==> src/rtl/fft_stream_wrap.sv <==
// Serial<->parallel streaming wrapper around a LEN-lane FFT core, with a two-bank output buffer.
// Define FFT_BITREV_OUT_EN to replay lanes in bit-reversed order (natural output from a bitrev core).
module fft_stream_wrap #(
   parameter int DATA_WID = 16,
   parameter int LOG2_LEN = 4
) (
   input  logic                         clk,
   input  logic                         rst,
   input  logic                         in_valid,
   output logic                         in_ready,
   input  logic [DATA_WID-1:0]          in_re,
   input  logic [DATA_WID-1:0]          in_im,
   output logic                         core_val_o,
   output logic [(2**LOG2_LEN)*DATA_WID-1:0] core_re_o,
   output logic [(2**LOG2_LEN)*DATA_WID-1:0] core_im_o,
   input  logic                         core_done_i,
   input  logic [(2**LOG2_LEN)*DATA_WID-1:0] core_re_i,
   input  logic [(2**LOG2_LEN)*DATA_WID-1:0] core_im_i,
   output logic                         out_valid,
   input  logic                         out_ready,
   output logic [DATA_WID-1:0]          out_re,
   output logic [DATA_WID-1:0]          out_im,
   output logic                         out_last,
   output logic                         err_o
);

   localparam int LEN = 2**LOG2_LEN;
   localparam logic [LOG2_LEN-1:0] LAST = LOG2_LEN'(LEN-1);

   // state    | meaning
   // S_IDLE   | no frame being replayed, waiting for bank rd_sel to fill
   // S_STREAM | out registers hold a valid sample of bank rd_sel
   typedef enum logic {S_IDLE, S_STREAM} state_t;

   function automatic logic [LOG2_LEN-1:0] lane_of(input logic [LOG2_LEN-1:0] k);
`ifdef FFT_BITREV_OUT_EN
      logic [LOG2_LEN-1:0] r;
      for (int i = 0; i < LOG2_LEN; i++) r[i] = k[LOG2_LEN-1-i];
      return r;
`else
      return k;
`endif
   endfunction

   logic [LOG2_LEN-1:0] in_cnt;
   logic [1:0]          credits;
   logic [DATA_WID-1:0] gather_re [LEN];
   logic [DATA_WID-1:0] gather_im [LEN];
   logic                in_beat;
   logic                drain;

   assign in_ready = !(in_cnt == '0 && credits == 2'd0);
   assign in_beat  = in_valid && in_ready;

   always_ff @(posedge clk) begin
      if (in_beat && in_cnt != LAST) begin
         gather_re[in_cnt] <= in_re;
         gather_im[in_cnt] <= in_im;
      end
   end

   always_ff @(posedge clk) begin
      if (rst) begin
         in_cnt     <= '0;
         core_val_o <= 1'b0;
         core_re_o  <= '0;
         core_im_o  <= '0;
      end else begin
         core_val_o <= in_beat && (in_cnt == LAST);
         if (in_beat) begin
            in_cnt <= in_cnt + 1'b1;
            if (in_cnt == LAST) begin
               for (int k = 0; k < LEN-1; k++) begin
                  core_re_o[k*DATA_WID +: DATA_WID] <= gather_re[k];
                  core_im_o[k*DATA_WID +: DATA_WID] <= gather_im[k];
               end
               core_re_o[(LEN-1)*DATA_WID +: DATA_WID] <= in_re;
               core_im_o[(LEN-1)*DATA_WID +: DATA_WID] <= in_im;
            end
         end
      end
   end

   // A credit is a reserved output bank; taken at frame start, returned when that bank drains.
   always_ff @(posedge clk) begin
      if (rst) begin
         credits <= 2'd2;
      end else begin
         case ({in_beat && (in_cnt == '0), drain})
            2'b10:   credits <= credits - 2'd1;
            2'b01:   credits <= credits + 2'd1;
            default: credits <= credits;
         endcase
      end
   end

   logic [DATA_WID-1:0] bank_re [2][LEN];
   logic [DATA_WID-1:0] bank_im [2][LEN];
   logic [1:0]          full;
   logic                wr_sel;
   logic                rd_sel;
   logic                capture;
   logic [1:0]          set_mask;
   logic [1:0]          clr_mask;

   assign capture  = core_done_i && !full[wr_sel];
   assign set_mask = capture ? (wr_sel ? 2'b10 : 2'b01) : 2'b00;
   assign clr_mask = drain   ? (rd_sel ? 2'b10 : 2'b01) : 2'b00;

   always_ff @(posedge clk) begin
      if (capture) begin
         for (int k = 0; k < LEN; k++) begin
            bank_re[wr_sel][k] <= core_re_i[k*DATA_WID +: DATA_WID];
            bank_im[wr_sel][k] <= core_im_i[k*DATA_WID +: DATA_WID];
         end
      end
   end

   always_ff @(posedge clk) begin
      if (rst) begin
         full   <= 2'b00;
         wr_sel <= 1'b0;
         err_o  <= 1'b0;
      end else begin
         full <= (full & ~clr_mask) | set_mask;
         if (capture) wr_sel <= ~wr_sel;
         if (core_done_i && full[wr_sel]) err_o <= 1'b1;
      end
   end

   state_t              state, state_nxt;
   logic [LOG2_LEN-1:0] out_cnt;
   logic                load;
   logic                load_sel;
   logic [LOG2_LEN-1:0] load_cnt;
   logic                valid_nxt;

   always_ff @(posedge clk) begin
      if (rst) state <= S_IDLE;
      else     state <= state_nxt;
   end

   always_comb begin
      state_nxt = state;
      load      = 1'b0;
      load_sel  = rd_sel;
      load_cnt  = '0;
      valid_nxt = out_valid;
      drain     = 1'b0;
      case (state)
         S_IDLE: begin
            if (full[rd_sel]) begin
               load      = 1'b1;
               valid_nxt = 1'b1;
               state_nxt = S_STREAM;
            end
         end
         S_STREAM: begin
            if (!out_valid || out_ready) begin
               if (out_last) begin
                  drain = 1'b1;
                  if (full[~rd_sel]) begin
                     load     = 1'b1;
                     load_sel = ~rd_sel;
                  end else begin
                     valid_nxt = 1'b0;
                     state_nxt = S_IDLE;
                  end
               end else begin
                  load     = 1'b1;
                  load_cnt = out_cnt + 1'b1;
               end
            end
         end
         default: state_nxt = S_IDLE;
      endcase
   end

   always_ff @(posedge clk) begin
      if (rst) begin
         out_valid <= 1'b0;
         out_re    <= '0;
         out_im    <= '0;
         out_cnt   <= '0;
         rd_sel    <= 1'b0;
      end else begin
         out_valid <= valid_nxt;
         if (drain) rd_sel <= ~rd_sel;
         if (load) begin
            out_cnt <= load_cnt;
            out_re  <= bank_re[load_sel][lane_of(load_cnt)];
            out_im  <= bank_im[load_sel][lane_of(load_cnt)];
         end
      end
   end

   assign out_last = out_valid && (out_cnt == LAST);

endmodule

==> config.mk <==
export PLATFORM = sky130hd
export DESIGN_NAME = fft_stream_wrap
export DESIGN_NICKNAME = d
export VERILOG_FILES = /design/src/rtl/fft_stream_wrap.sv
export SDC_FILE = /design/constraint.sdc
export NUM_CORES = 2
export LEC_CHECK = 0
export ABC_AREA = 1
export CAP_MARGIN = 20
export CORE_AREA = 2 2 463 580
export DETAILED_ROUTE_END_ITERATION = 16
export DIE_AREA = 0 0 465 582
export PLACE_DENSITY_LB_ADDON = 0.05
export RECOVER_POWER = 25
export SLEW_MARGIN = 20
export SYNTH_ARGS = -nofsm -noshare
export SYNTH_HDL_FRONTEND = slang
export SYNTH_SLANG_ARGS = --single-unit
==> constraint.sdc <==
create_clock -name clk -period 33.4 [get_ports clk]
set_input_delay 8.35 -clock clk [delete_from_list [all_inputs] [get_ports clk]]
set_output_delay 8.35 -clock clk [all_outputs]
set_load 0.02 [all_outputs]
Word level (Yosys, flattened, before mapping)
Memory sizes are Yosys's and may differ from the RTL's. A register that Yosys moved wholly into a read port is not among the register bits.
Index checks and enable logic that the tools add are counted.
{"block": "classes", "addsub": 4, "n_lt_le_gt_ge": 4, "n_eq_ne": 9, "mux": 43, "bitwise_logic": 7, "reduce_logical": 17}
{"op": "binary-select mux 16 bit (select 4 bit)", "count": 2}
{"op": "2-to-1 mux 16 bit", "count": 4}
{"op": "2-to-1 mux 1 bit", "count": 26}
{"op": "2-to-1 mux 4 bit", "count": 3}
{"op": "adder 4 x 1 -> 4 bit (second input constant)", "count": 2}
{"op": "== test 4 bit (second input constant)", "count": 2}
{"op": "logical AND 1 bit", "count": 8}
{"op": "2-to-1 mux 2 bit", "count": 4}
{"op": "less-than comparator 1 x 2 -> 1 bit (second input constant)", "count": 3}
{"op": "inequality test 2 bit (second input constant)", "count": 3}
{"op": "one-hot mux 1 bit (2 select lines)", "count": 3}
{"op": ">= comparator 5 bit (second input constant)", "count": 1}
{"op": "inverter 4 -> 5 bit", "count": 1}
{"op": "logical NOT 4 bit", "count": 1}
{"op": "inequality test 4 bit (second input constant)", "count": 1}
{"op": "one-hot mux 2 bit (2 select lines)", "count": 1}
{"op": "AND reduction 4 bit", "count": 1}
{"op": "logical NOT 1 bit", "count": 3}
{"op": "inverter 1 bit", "count": 3}
{"op": "adder 2 x 1 -> 2 bit (second input constant)", "count": 1}
{"op": "AND 2 bit", "count": 1}
{"op": "== test 2 x 1 -> 1 bit (second input constant)", "count": 1}
{"op": "== test 2 bit (second input constant)", "count": 1}
{"op": "logical NOT 2 bit", "count": 1}
{"op": "7 further kinds", "count": 7}
{"block": "word_totals", "reg_bits": 562, "mem_bits_rw": 1536, "in_bits": 549, "out_inout_bits": 549, "word_cells": 102, "n_memories": 4}
{"memory": "bank_im", "words": 2, "word_bits": 256, "read_ports": 1, "rd_ports_with_merged_regs": 0, "wr": 1, "line": "98", "source": "logic [DATA_WID-1:0] bank_im [2][LEN];"}
{"memory": "bank_re", "words": 2, "word_bits": 256, "read_ports": 1, "rd_ports_with_merged_regs": 0, "wr": 1, "line": "97", "source": "logic [DATA_WID-1:0] bank_re [2][LEN];"}
{"memory": "gather_im", "words": 16, "word_bits": 16, "read_ports": 15, "rd_ports_with_merged_regs": 15, "wr": 1, "line": "48", "source": "logic [DATA_WID-1:0] gather_im [LEN];"}
{"memory": "gather_re", "words": 16, "word_bits": 16, "read_ports": 15, "rd_ports_with_merged_regs": 15, "wr": 1, "line": "47", "source": "logic [DATA_WID-1:0] gather_re [LEN];"}

Depth between registers and ports, before layout
An unclocked memory read counts as a cell.
{"block": "depth", "word_depth": 11, "depth_mapped": 18, "depth_no_buf": 16}

Least setup slack after synthesis
Ideal clock, no wire load.
{"block": "synth_path", "path_kind": "input port to flip-flop", "start": "in core_done_i", "end": "reg full[0]", "setup_ns": 0.140, "arrival_ns": 30.931, "required_time_ns": 33.260, "slack_ns": 2.328, "cell_stages": 4, "path_buffers": 0, "cell_sequence": "inv_1 nor2_1 inv_1 a21oi_1"}
{"block": "synth_via", "elab_chain_cells": 3}
{"item": "start, declared", "line": "16", "source": "input logic core_done_i,"}
{"item": "logical AND 1 bit", "line": "106", "source": "assign capture = core_done_i && !full[wr_sel];"}
{"item": "2-to-1 mux 2 bit", "line": "107", "source": "assign set_mask = capture ? (wr_sel ? 2'b10 : 2'b01) : 2'b00;"}
{"item": "bitwise OR 2 bit", "line": "125", "source": "full <= (full & ~clr_mask) | set_mask;"}
{"item": "end signal, assigned", "line": "125"}
{"item": "end, declared", "line": "99", "source": "logic [1:0] full;"}
No other way between the ends.
A chain may end at the register's enable or synchronous reset.

Worst setup path in the final report
{"block": "layout_path", "start": "in out_ready", "end": "reg out_re[11]"}
{"block": "layout_via", "elab_chain_cells": 7, "word_cells_on_any_way": 12, "cone_classes": "mux (9); bitwise (1); reduce/logical (1); memory (1)"}
{"item": "start, declared", "line": "20", "source": "input logic out_ready,"}
{"item": "logical OR 1 bit (*)", "line": "159", "source": "if (!out_valid || out_ready) begin"}
{"item": "2-to-1 mux 1 bit or 2-to-1 mux 4 bit (tied branches)", "line": "159"}
{"item": "2-to-1 mux 1 bit or 2-to-1 mux 4 bit (tied branches)", "line": "150", "source": "case (state)"}
{"item": "memory read (2 x 256 bit) or inverter 4 -> 5 bit (tied branches)"}
{"item": "binary-select mux 16 bit (select 4 bit)", "line": "191", "source": "out_re <= bank_re[load_sel][lane_of(load_cnt)];"}
{"item": "2-to-1 mux 16 bit (implied by the code) (2 in series)", "line": "191"}
{"item": "end signal, assigned", "line": "191"}
{"item": "end, declared", "line": "21", "source": "output logic [DATA_WID-1:0] out_re,"}
Mark *: on every way between the ends. The rest lies on a longest branch, timed or not. The select of a mux whose other input is x is not followed.

==> reports/qor.txt <==
FFs w/ async S/R, synth -> 0%
CTS tree -> yes
Max incr delay on CP -> 800 ps
Total number of vias -> 57434
Postcts setup bufs -> 0
Arr. time, crit path -> 13670 ps
Total grt overflow -> 0
Synth area leader -> edfxtp_1
Share of cells above drive strength 1 -> 5.84%
# hold bufs at CTS -> 0
Via/cell ratio -> 4.87
CTS H-Tree Depth -> 4
Clock sinks -> 2066
Row Count -> 212
Synth warn -> 0
Leak Pwr -> 35.9 nW
Largest cells by area after synthesis -> edfxtp_1, dfxtp_1, nand3_1
DIE AREA -> 271000 um2
Final Instance Count excl. Fillers -> 11783
Layout area overhead -> 27.3%
WL/cell -> 27.0 um
Total Wirelength -> 318000 um
MaxCap Viol Count -> 2
Status -> complete, but fails checks
Clk_skew -> 27.0 ps
Most numerous cell in the Yosys netlist -> nand3_1
Initial antenna violation count -> 93
Starting density of the core -> 29.8%
Critical Path Most Common Cell -> nand3_1
Most used DFF post-synth -> edfxtp_1
Pwr Density -> 57.4 nW/um2
Failing checks -> capacitance limit, slew limit
Setup ws final -> 20490 ps
Post-synth top cells -> nand3_1, nand2_1, edfxtp_1, inv_1, dfxtp_1
Sequential area share after synthesis -> 71.3%
Fill cells -> 25853
Worst-Margin Slew -> 1880 ps
Die height -> 582 um
Crit path kind -> in -> reg
Tot GR Track Use -> 22.7%
Cell variety after synth -> 28
I/O Pins -> 1098
Tot Pwr -> 5.78 mW
Vias in the first global route -> 55292
Slew Viols, Final -> 36
Max_slew headroom -> -25.1%
Post-placement setup slack -> 19530 ps
Largest net degree at the start of global routing -> 204
Initial DRC Count -> 5089
RSZ-0062 raised after global routing -> no
Clk root buf -> clkbuf_16
Residual DRC count -> 0
Min Tclk post-route -> 12920 ps
Peak supply drop -> 0.0000446 V
Fin. Hold Viols -> 0
Final Cycle Share -> 38.7%
WP buf/inv -> 6
Count of final setup violators -> 0
# resized after CTS -> 0
Clock transition at path regs -> 60 ps
Post-Synthesis Cells -> 7091
Crit-path max FO -> 135
Placed cell count -> 11330
Die W -> 465 um
Total CTS buffers -> 227
Post-DP HPWL -> 207000 um
CP top delay family -> buffers and inverters
NumNets Final -> 8584
CP Capture Type -> flop
Mean Syn Cell Area -> 11.2 um2
Post-synth EDFFs -> 1504
Crit-path slowest cell -> buf_4
Fmax achieved -> 77.4 MHz
Worst hold-check path type -> reg -> reg
Setup TNS Final -> 0 ps
Global-route wire length before repair -> 441000 um
Drt pass-1 iters -> 5
Core area -> 266000 um2
Bufs on Longest Clock Path -> 4
Synth top area share -> 57.0%
Final Wtd Congestion -> 0.805
Antenna-violating nets left -> 0
Synthesized area -> 79200 um2
Synthesized net count -> 7646
Cell area after layout -> 101000 um2
Critical Path RT -> 34150 ps
Skew-Pair Late Insertion Delay -> 870 ps
I/O Buffers -> 1097
Final Core Density -> 38.0%
DP Area -> 93500 um2
Critical-path cell list -> clkdlybuf4s50_1, inv_1, a21oi_2, nand3_1, nand2_8, buf_4, buf_12, buf_4, nand3b_1, nand3_1, nand3_1, nand3_1, nand2_1, nand2_1, nand3_1, nand2_1, inv_1
Crit path launch type -> input pin
Final hold slack -> 458 ps
Seq cells post-synth -> 2066
[path summary, 6_finish.rpt]
path,cells past startpoint,slack (ps),end,start
min,2,460,core_im_o[24],core_im_o[24]
max reg2reg,17,28280,out_re[11],out_cnt[0]
min reg2reg,2,460,core_im_o[24],core_im_o[24]
max,17,20490,out_re[11],out_ready
[flip-flops by register name, summed over array words and instances (netlist names), 2 cells and up]
signal / cells
bank_im: 512
bank_re: 512
core_im_o: 256
core_re_o: 256
gather_im: 240
gather_re: 240
out_im: 16
out_re: 16
in_cnt: 4
out_cnt: 4
credits: 2
full: 2
[worst reg2reg max path: stages, from the launching register on]
cell and delay, ps:
dfxtp_1 430, ha_1 220, nand2_1 90, nor2_4 200, nand3_1 200, nand2_8 710, buf_4 890, buf_12 560
buf_4 680, nand3b_1 150, nand3_1 110, nand3_1 120, nand3_1 100, nand2_1 60, nand2_1 260, nand3_1 120
nand2_1 70, inv_1 50
[cells in the final DEF, fill, tap and decap left out, types with 3 or more instances in the layout]
cell type,count
inv_6,3
buf_2,4
clkinv_1,32
clkbuf_1,64
buf_4,111
ha_1,6
a21oi_1,528
clkinv_2,42
clkdlybuf4s50_1,590
clkbuf_16,234
nor2_4,18
inv_2,3
diode_2,38
edfxtp_1,1504
buf_12,7
nand3_1,1604
dfxtp_1,562
o21ai_0,9
clkbuf_8,29
dlygate4sd3_1,500
nor2_1,12
nor3_2,4
nand2_1,1513
bufinv_16,7
nand2_4,3
nand3b_1,216
inv_1,588
[report_power, final]
group / internal, mW / switching (mW) / leakage [nW]
logic: 0.128 / 0.318 / 14.0
clock network: 1.40 / 1.05 / 3.52
registers: 2.86 / 0.0266 / 18.4
[area by class of cell]
class | instances | area [um2] | area share, %
Sequential cell | 2066 | 56400 | 56.0
Inverter | 595 | 2260 | 2.24
Timing Repair Buffer | 1216 | 12000 | 11.9
Antenna cell | 38 | 95.1 | 0.0943
Clock buffer | 325 | 6490 | 6.44
Multi-Input combinational cell | 3923 | 18500 | 18.4
Tap cell | 3531 | 4420 | 4.38
Clock inverter | 89 | 652 | 0.647
[metal layers]
layer  vias to the layer above  track usage [%]  routed length [um]
met5                         -                0                 102
met4                        16             6.15                8440
met3                       419             4.20               19400
met2                      1990             37.7              152000
met1                     28699             30.4              138000
li1                      26310                -                   -
[cells by family after synthesis]
family,share of synthesized area [%]
AO/OA/AOI/OAI,3.42
adder cells (fa/ha/maj),0.0948
AND/OR/NAND/NOR,19.6
XOR/XNOR,0.0221
buffers and inverters,5.61
flip-flops,71.3
Note: power is estimated with default switching activity, not from simulation.
